### src/rtl/sipo_deserializer_if.sv
// rtl/sipo_deserializer_if.sv - control, serial input and parallel output bundle of the deserializer
interface sipo_deserializer_if #(
    parameter int WIDTH = 8
);
    logic             start;
    logic             clear;
    logic             en;
    logic             din;
    logic [WIDTH-1:0] dout;
    logic             valid;
    logic             busy;

    modport master (
        output start, clear, en, din,
        input  dout, valid, busy
    );

    modport slave (
        input  start, clear, en, din,
        output dout, valid, busy
    );
endinterface

### src/rtl/sipo_deserializer.sv
// rtl/sipo_deserializer.sv - serial-in/parallel-out word assembler with bit counter and IDLE/SHIFT FSM
module sipo_deserializer #(
    parameter int WIDTH     = 8,
    parameter bit MSB_FIRST = 1'b1
) (
    input  logic                 i_clk,
    input  logic                 i_reset,
    sipo_deserializer_if.slave   bus
);
    localparam int             CW   = $clog2(WIDTH);
    localparam logic [CW-1:0]  LAST = CW'(WIDTH - 1);

    typedef enum logic {
        S_IDLE  = 1'b0,
        S_SHIFT = 1'b1
    } state_t;

    state_t           r_state;
    state_t           w_next_state;
    logic [CW-1:0]    r_cnt;
    logic [CW-1:0]    w_cnt_next;
    logic [WIDTH-1:0] r_shreg;
    logic [WIDTH-1:0] w_shreg_next;
    logic [WIDTH-1:0] w_shifted;
    logic [WIDTH-1:0] r_dout;
    logic [WIDTH-1:0] w_dout_next;
    logic             r_valid;
    logic             w_valid_next;

    generate
        if (MSB_FIRST) begin : g_msb_first
            assign w_shifted = {r_shreg[WIDTH-2:0], bus.din};
        end else begin : g_lsb_first
            assign w_shifted = {bus.din, r_shreg[WIDTH-1:1]};
        end
    endgenerate

    always_ff @(posedge i_clk or negedge i_reset) begin
        if (!i_reset) begin
            r_state <= S_IDLE;
            r_cnt   <= '0;
            r_shreg <= '0;
            r_dout  <= '0;
            r_valid <= 1'b0;
        end else begin
            r_state <= w_next_state;
            r_cnt   <= w_cnt_next;
            r_shreg <= w_shreg_next;
            r_dout  <= w_dout_next;
            r_valid <= w_valid_next;
        end
    end

    // clear outranks everything, including the completing edge; dout is never touched by an abort
    always_comb begin
        w_next_state = r_state;
        w_cnt_next   = r_cnt;
        w_shreg_next = r_shreg;
        w_dout_next  = r_dout;
        w_valid_next = 1'b0;
        if (bus.clear) begin
            w_next_state = S_IDLE;
            w_cnt_next   = '0;
            w_shreg_next = '0;
        end else begin
            case (r_state)
                S_IDLE: begin
                    if (bus.start) begin
                        w_next_state = S_SHIFT;
                        w_cnt_next   = '0;
                        w_shreg_next = '0;
                    end
                end
                S_SHIFT: begin
                    if (bus.en) begin
                        w_shreg_next = w_shifted;
                        if (r_cnt == LAST) begin
                            w_dout_next  = w_shifted;
                            w_valid_next = 1'b1;
                            w_next_state = S_IDLE;
                            w_cnt_next   = '0;
                        end else begin
                            w_cnt_next = r_cnt + CW'(1);
                        end
                    end
                end
                default: begin
                    w_next_state = S_IDLE;
                end
            endcase
        end
    end

    assign bus.dout  = r_dout;
    assign bus.valid = r_valid;
    assign bus.busy  = (r_state == S_SHIFT);
endmodule

### src/flat_wrapper.sv
// flat-port wrapper written by rule: the top's interface ports become plain ports
module sipo_deserializer_flat 
#(
    parameter int WIDTH     = 8,
    parameter bit MSB_FIRST = 1'b1
)
  (i_clk, i_reset, bus_start, bus_clear, bus_en, bus_din, bus_dout, bus_valid, bus_busy);
  sipo_deserializer_if #(.WIDTH(WIDTH)) bus_i ();
  input  logic i_clk;
  input  logic i_reset;
  input wire logic [$bits(bus_i.start)-1:0] bus_start;
  input wire logic [$bits(bus_i.clear)-1:0] bus_clear;
  input wire logic [$bits(bus_i.en)-1:0] bus_en;
  input wire logic [$bits(bus_i.din)-1:0] bus_din;
  output wire logic [$bits(bus_i.dout)-1:0] bus_dout;
  output wire logic [$bits(bus_i.valid)-1:0] bus_valid;
  output wire logic [$bits(bus_i.busy)-1:0] bus_busy;
  assign bus_i.start = bus_start;
  assign bus_i.clear = bus_clear;
  assign bus_i.en = bus_en;
  assign bus_i.din = bus_din;
  assign bus_dout = bus_i.dout;
  assign bus_valid = bus_i.valid;
  assign bus_busy = bus_i.busy;
  sipo_deserializer #(.WIDTH(WIDTH), .MSB_FIRST(MSB_FIRST)) u_core (.i_clk(i_clk), .i_reset(i_reset), .bus(bus_i));
endmodule
### config.mk
export PLATFORM = sky130hd
export DESIGN_NAME = sipo_deserializer_flat
export DESIGN_NICKNAME = d
export VERILOG_FILES = /design/src/rtl/sipo_deserializer_if.sv /design/src/rtl/sipo_deserializer.sv /design/src/flat_wrapper.sv
export SDC_FILE = /design/constraint.sdc
export NUM_CORES = 1
export LEC_CHECK = 0
export CORE_MARGIN = 2
export CORE_UTILIZATION = 30
export DETAILED_ROUTE_END_ITERATION = 6
export MAX_ROUTING_LAYER = met4
export PLACE_DENSITY = 0.49
export SKIP_LAST_GASP = 1
export SLEW_MARGIN = 25
export SYNTH_ARGS = -nofsm -noshare
export SYNTH_HDL_FRONTEND = slang
export SYNTH_SLANG_ARGS = --single-unit
### constraint.sdc
create_clock -name i_clk -period 1.6 [get_ports i_clk]
set_input_delay 0.32 -clock i_clk [delete_from_list [all_inputs] [get_ports i_clk]]
set_output_delay 0.32 -clock i_clk [all_outputs]
set_load 0.01 [all_outputs]
# Word-level counts from Yosys, hierarchy flattened
# Cells that the tools add are included.
totals:
  n_memories: 0
  regBits: 20
  word_cells: 31
  output_inout_bits: 10
  romBits: 0
  inputBits: 6
  mem_bits_rw: 0
  latch_bits: 0
op_classes:
  n_bitwise: 2
  div_mod_pow: 0
  shifts: 0
  n_reduce_logical: 2
  n_eq_ne: 3
  n_addsub: 1
  n_mul: 0
  mux: 18
  n_lt_le_gt_ge: 0
op_table:
  columns: ["operator", "n"]
  rows:
  - ["2-to-1 mux 7 bit", 3]
  - ["one-hot mux 7 bit (2 select lines)", 1]
  - ["2-to-1 mux 3 bit", 4]
  - ["2-to-1 mux 1 bit", 8]
  - ["!= test 3 bit, second input constant", 2]
  - ["one-hot mux 3 bit (2 select lines)", 1]
  - ["AND reduction 4 bit", 1]
  - ["adder 3 x 1 -> 3 bit, second input constant", 1]
  - ["== test 3 bit, second input constant", 1]
  - ["NOT 1 bit", 2]
  - ["one-hot mux 1 bit (2 select lines)", 1]
  - ["AND reduction 2 bit", 1]

# Longest topological paths before layout
depth:
  depth_word: 5
  ltp_mapped: 4
  ltp_nobuf: 4

# Worst setup path after synthesis
# OpenSTA, ideal clock, no wires.
synth_timing:
  path_type: "register to register"
  startpoint: "register u_core.r_cnt[0]"
  endpoint: "register u_core.r_cnt[0]"
  t_required_ps: 1521
  period_less_slack_ps: 1447
  setup_ps: 79
  path_buffers: 0
  arrival_time_ps: 1368
  stages_incl_launch_ff: 5
  path_slack_ps: 153
  cell_sequence: "dfrtp_1 > ha_1 > ha_1 > or4b_1 > mux2i_1"
synth_between:
  elab_chain_cells: 5
  elab_cells_between_ends: 6
  cone_classes: "1 x add/sub; 1 x eq/ne; 4 x mux"
synth_lines:
  columns: ["item", "line_no", "text"]
  rows:
  - ["start, declared", "sipo_deserializer.sv:20", "logic [CW-1:0] r_cnt;"]
  - ["start signal, assigned", "sipo_deserializer.sv:47", "r_cnt <= w_cnt_next;"]
  - ["adder 3 x 1 -> 3 bit / == test 3 bit (equally long branches)", "sipo_deserializer.sv:83, sipo_deserializer.sv:77", null]
  - ["2-to-1 mux 3 bit *", "sipo_deserializer.sv:77", "if (r_cnt == LAST) begin"]
  - ["2-to-1 mux 3 bit *", "sipo_deserializer.sv:75", "if (bus.en) begin"]
  - ["one-hot mux 3 bit (2 select lines) *", "sipo_deserializer.sv:66", "case (r_state)"]
  - ["2-to-1 mux 3 bit *", "sipo_deserializer.sv:61", "if (bus.clear) begin"]
# Mark *: on every way between the ends. The rest lies on a longest branch, timed or not. The select of a mux whose other input is x is not followed.
# A chain may end at the register's enable or synchronous reset.

# Worst setup path after layout
layout_timing:
  startpoint: "register u_core.r_dout[1], in the netlist u_core.bus.dout[1]"
  endpoint: "output bus_dout[1]"
layout_lines:
  columns: ["item", "line_no", "text"]
  rows:
  - ["start, declared", "sipo_deserializer.sv:25", "logic [WIDTH-1:0] r_dout;"]
  - ["start signal, assigned", "sipo_deserializer.sv:49", "r_dout <= w_dout_next;"]
  - ["end, declared", "flat_wrapper.sv:15", "output wire logic [$bits(bus_i.dout)-1:0] bus_dout;"]
# No word-level cell between the ends.

==> impl_metrics.py <==
metrics = {
    "cts": {
        "clockBufferDepth": 2,
        "clk_latency_ns": 0.30,
        "clkTransAtPathRegs_ns": 0.12,
        "cts.sinks": 20,
        "cts_root_buf": "clkbuf_4",
        "ctsHoldBuffers": 0,
        "htree_levels": 1,
        "cts_tree": "built",
        "cts_made_buffers": 3,
    },
    "global_routing": {
        "grt_max_degree": 21,
        "antenna_found_initial": 0,
        "use_met3_pct": 3.30,
        "grt_util_all_layers_pct": 12.1,
        "grt_pass1_vias": 603,
        "grt_first_pass_wirelength_um": 2990,
        "met1_usage_pct": 16.3,
        "grt_overflow": 0,
        "use_met2_pct": 16.8,
        "grt.busiest_layer": "met2",
    },
    "detailed_routing": {
        "ant_nets": 0,
        "wire_per_inst_um": 15.1,
        "dr.pass1.iters": 4,
        "vias": 585,
        "vias_per_cell": 5.09,
        "wl_um": 1730,
        "drcViolationCount": 0,
        "drt-initial-drc-count": 7,
    },
    "logic_synthesis": {
        "synth_area_leaders": "dfrtp_1 56%, mux2_2 10%, and4b_1 8.9%",
        "ys_ff_latch": 20,
        "synth_cells": 62,
        "yosys_warnings": 0,
        "yosys.area.top_type": "dfrtp_1",
        "synth_top_area_share_pct": 55.6,
        "yosysUniqueCellTypes": 16,
        "syn-cell-area_um2": 901,
        "yosysSeqAreaShare_pct": 55.6,
        "synth_nets": 71,
        "avgSynthCellArea_um2": 14.5,
    },
    "sta": {
        "setup_violations": 0,
        "fin_skew_ns": 0.0136,
        "worst_pin_slew_ns": 0.268,
        "period_share_pct": 95.7,
        "max_slew_margin_pct": 82.1,
        "hold_viol": 0,
        "layout_min_cycle_time_ns": 1.53,
        "report.final.slew_viol_count": 0,
        "fmax_mhz": 653,
        "rsz0062_at_grt": "no",
    },
    "power": {
        "ir_worst_vdd_uv": 525,
        "leakage_uw": 0.000638,
        "powerDensity_mw_per_mm2": 844,
    },
    "floorplan": {
        "die-area_mm2": 0.00346,
        "die_width_um": 58.8,
        "rows": 19,
        "start_util_pct": 32.1,
        "core_area_mm2": 0.00281,
        "io_pins": 16,
        "fp.dieH_um": 58.8,
    },
    "worst_setup_path": {
        "worstRegToRegCells": 4,
        "critical_path_class": "reg -> out",
        "crit_buf_inv": 1,
        "timing.rr.end": "u_core.bus.dout[3]$_DFFE_PN0P_",
        "crit_required_ns": 1.28,
        "startpoint_type": "register",
        "cp-endpoint": "bus_dout[1]",
        "crit_family": "buffers and inverters",
        "reg2reg_from": "u_core.r_cnt[0]$_DFFE_PN0P_",
        "arrival_ns": 1.21,
        "cp.depth": 1,
        "cp_max_fo": 2,
        "crit_path_end_kind": "output pin",
        "cp_cell_sequence": "clkdlybuf4s50_1",
        "r2r_setup_slack_ns": 0.08,
        "slowest_delay_ns": 0.55,
        "cp_slowest_cell": "clkdlybuf4s50_1",
        "startpoint": "u_core.bus.dout[1]$_DFFE_PN0P_",
    },
    "place": {
        "placed_area_mm2": 0.00113,
        "dp_cells": 110,
        "dpl.hpwl_um": 1130,
        "port_buffers": 15,
        "gp_congestion": 0.672,
    },
    "job": {
        "cap_violations": 0,
    },
    "layout": {
        "regArea_um2": 502,
        "multi_input_area_um2": 393,
        "diodes": 0,
        "fin_util_pct": 42.9,
        "area_growth_syn_to_layout_pct": 33.6,
        "fin_cells": 115,
        "final_nets": 94,
        "final_cell_area_mm2": 0.00120,
        "layout-drive-gt1-share_pct": 35.7,
        "nFillCells": 267,
    },
    "run_status": {
        "status": "complete, no violations",
    },
    "hold_path": {
        "min_path_type": "in -> async",
    },
}
[registers in the layout, indices dropped and copies added (netlist names)]
register and flops:
u_core.bus.busy 1, u_core.bus.dout 8, u_core.r_cnt 3, u_core.r_shreg 7, u_core.bus.valid 1
[metrics by stage]
| stage | setup TNS (ns) | power (µW) | setup slack (ns) | hold WS [ns] |
|---|---|---|---|---|
| finish | 0 | 1020 | 0.0695 | 0.332 |
| global route | 0 | 1070 | 0.00124 | 0.330 |
| CTS | 0 | 1040 | 0.0292 | 0.326 |
| detailed placement | -1.05 | 614 | -0.132 | 0.492 |
| global placement | -0.920 | 614 | -0.116 | 0.491 |
| floorplan | 0 | 558 | 0.153 | 0.0244 |
[synth_stat cells]
cell and n:
and4b_1 8, mux2i_4 1, a31o_2 8, buf_1 2
or4b_1 1, nand2b_1 2, mux2i_1 2, nand4b_2 1
inv_1 2, clkbuf_1 1, nand4bb_1 1, nor2_1 1
dfrtp_1 20, mux2_2 8, ha_1 3, a311oi_1 1
[cells by family (layout without fill, tap and decap cells)]
group                      count (synthesis)  after routing  share of synthesized area, %
adders and majority gates                  3              3                          4.17
buffers and inverters                      5             27                          2.08
AOI/OAI and AO/OA                          9              9                          8.75
DFF                                       20             20                          55.6
muxes                                     11             11                          14.7
and+or+nand+nor                           14             14                          14.7
[repair_timing]
action,in CTS,in global routing
setup endpoints to repair,4,8
setup buffers,1,0
resized for setup,2,2
[layout make-up]
cell class / instances / area share (%)
inverters: 2 / 0.624
well taps: 31 / 3.22
multi-input cells: 37 / 32.6
clock buffers: 3 / 1.87
flip-flops and latches: 20 / 41.7
clock inverters: 1 / 2.49
repair buffers: 21 / 17.5
[report_power, final]
part,internal [µW],switching (µW)
clock network,253,154
logic,46.3,48.3
registers,510,3.34
total,810,206
[how the worst min path moves through the flow]
stage                                         startpoint                             end  depth (start not counted)  slack (ns)
after detailed placement  u_core.bus.dout[5]$_DFFE_PN0P_  u_core.bus.dout[5]$_DFFE_PN0P_                          1        0.49
final                                            i_reset      u_core.bus.valid$_DFF_PN0_                          2        0.33
after global routing                             i_reset      u_core.bus.valid$_DFF_PN0_                          2        0.33
after floorplan                                  i_reset       u_core.bus.busy$_DFF_PN0_                          0        0.02
after CTS                                        i_reset      u_core.bus.valid$_DFF_PN0_                          2        0.33
after global placement    u_core.bus.dout[5]$_DFFE_PN0P_  u_core.bus.dout[5]$_DFFE_PN0P_                          1        0.49
[routing by layer]
layer	vias to the layer above	share of wire, %	wire, µm
met2	10	47	811
met5	-	0	0
met4	0	1.6	27
met3	2	2.8	48
li1	285	-	-
met1	288	49	843
[placed cells by master, fill, tap and decap left out, types with 2 or more instances in the layout]
master,n
clkbuf_4,3
a31o_2,8
buf_4,5
inv_1,2
clkdlybuf4s50_1,14
mux2i_1,2
nand2b_1,2
and4b_1,8
ha_1,2
mux2_2,8
dfrtp_1,19
Note: power is estimated with default switching activity, not from simulation.
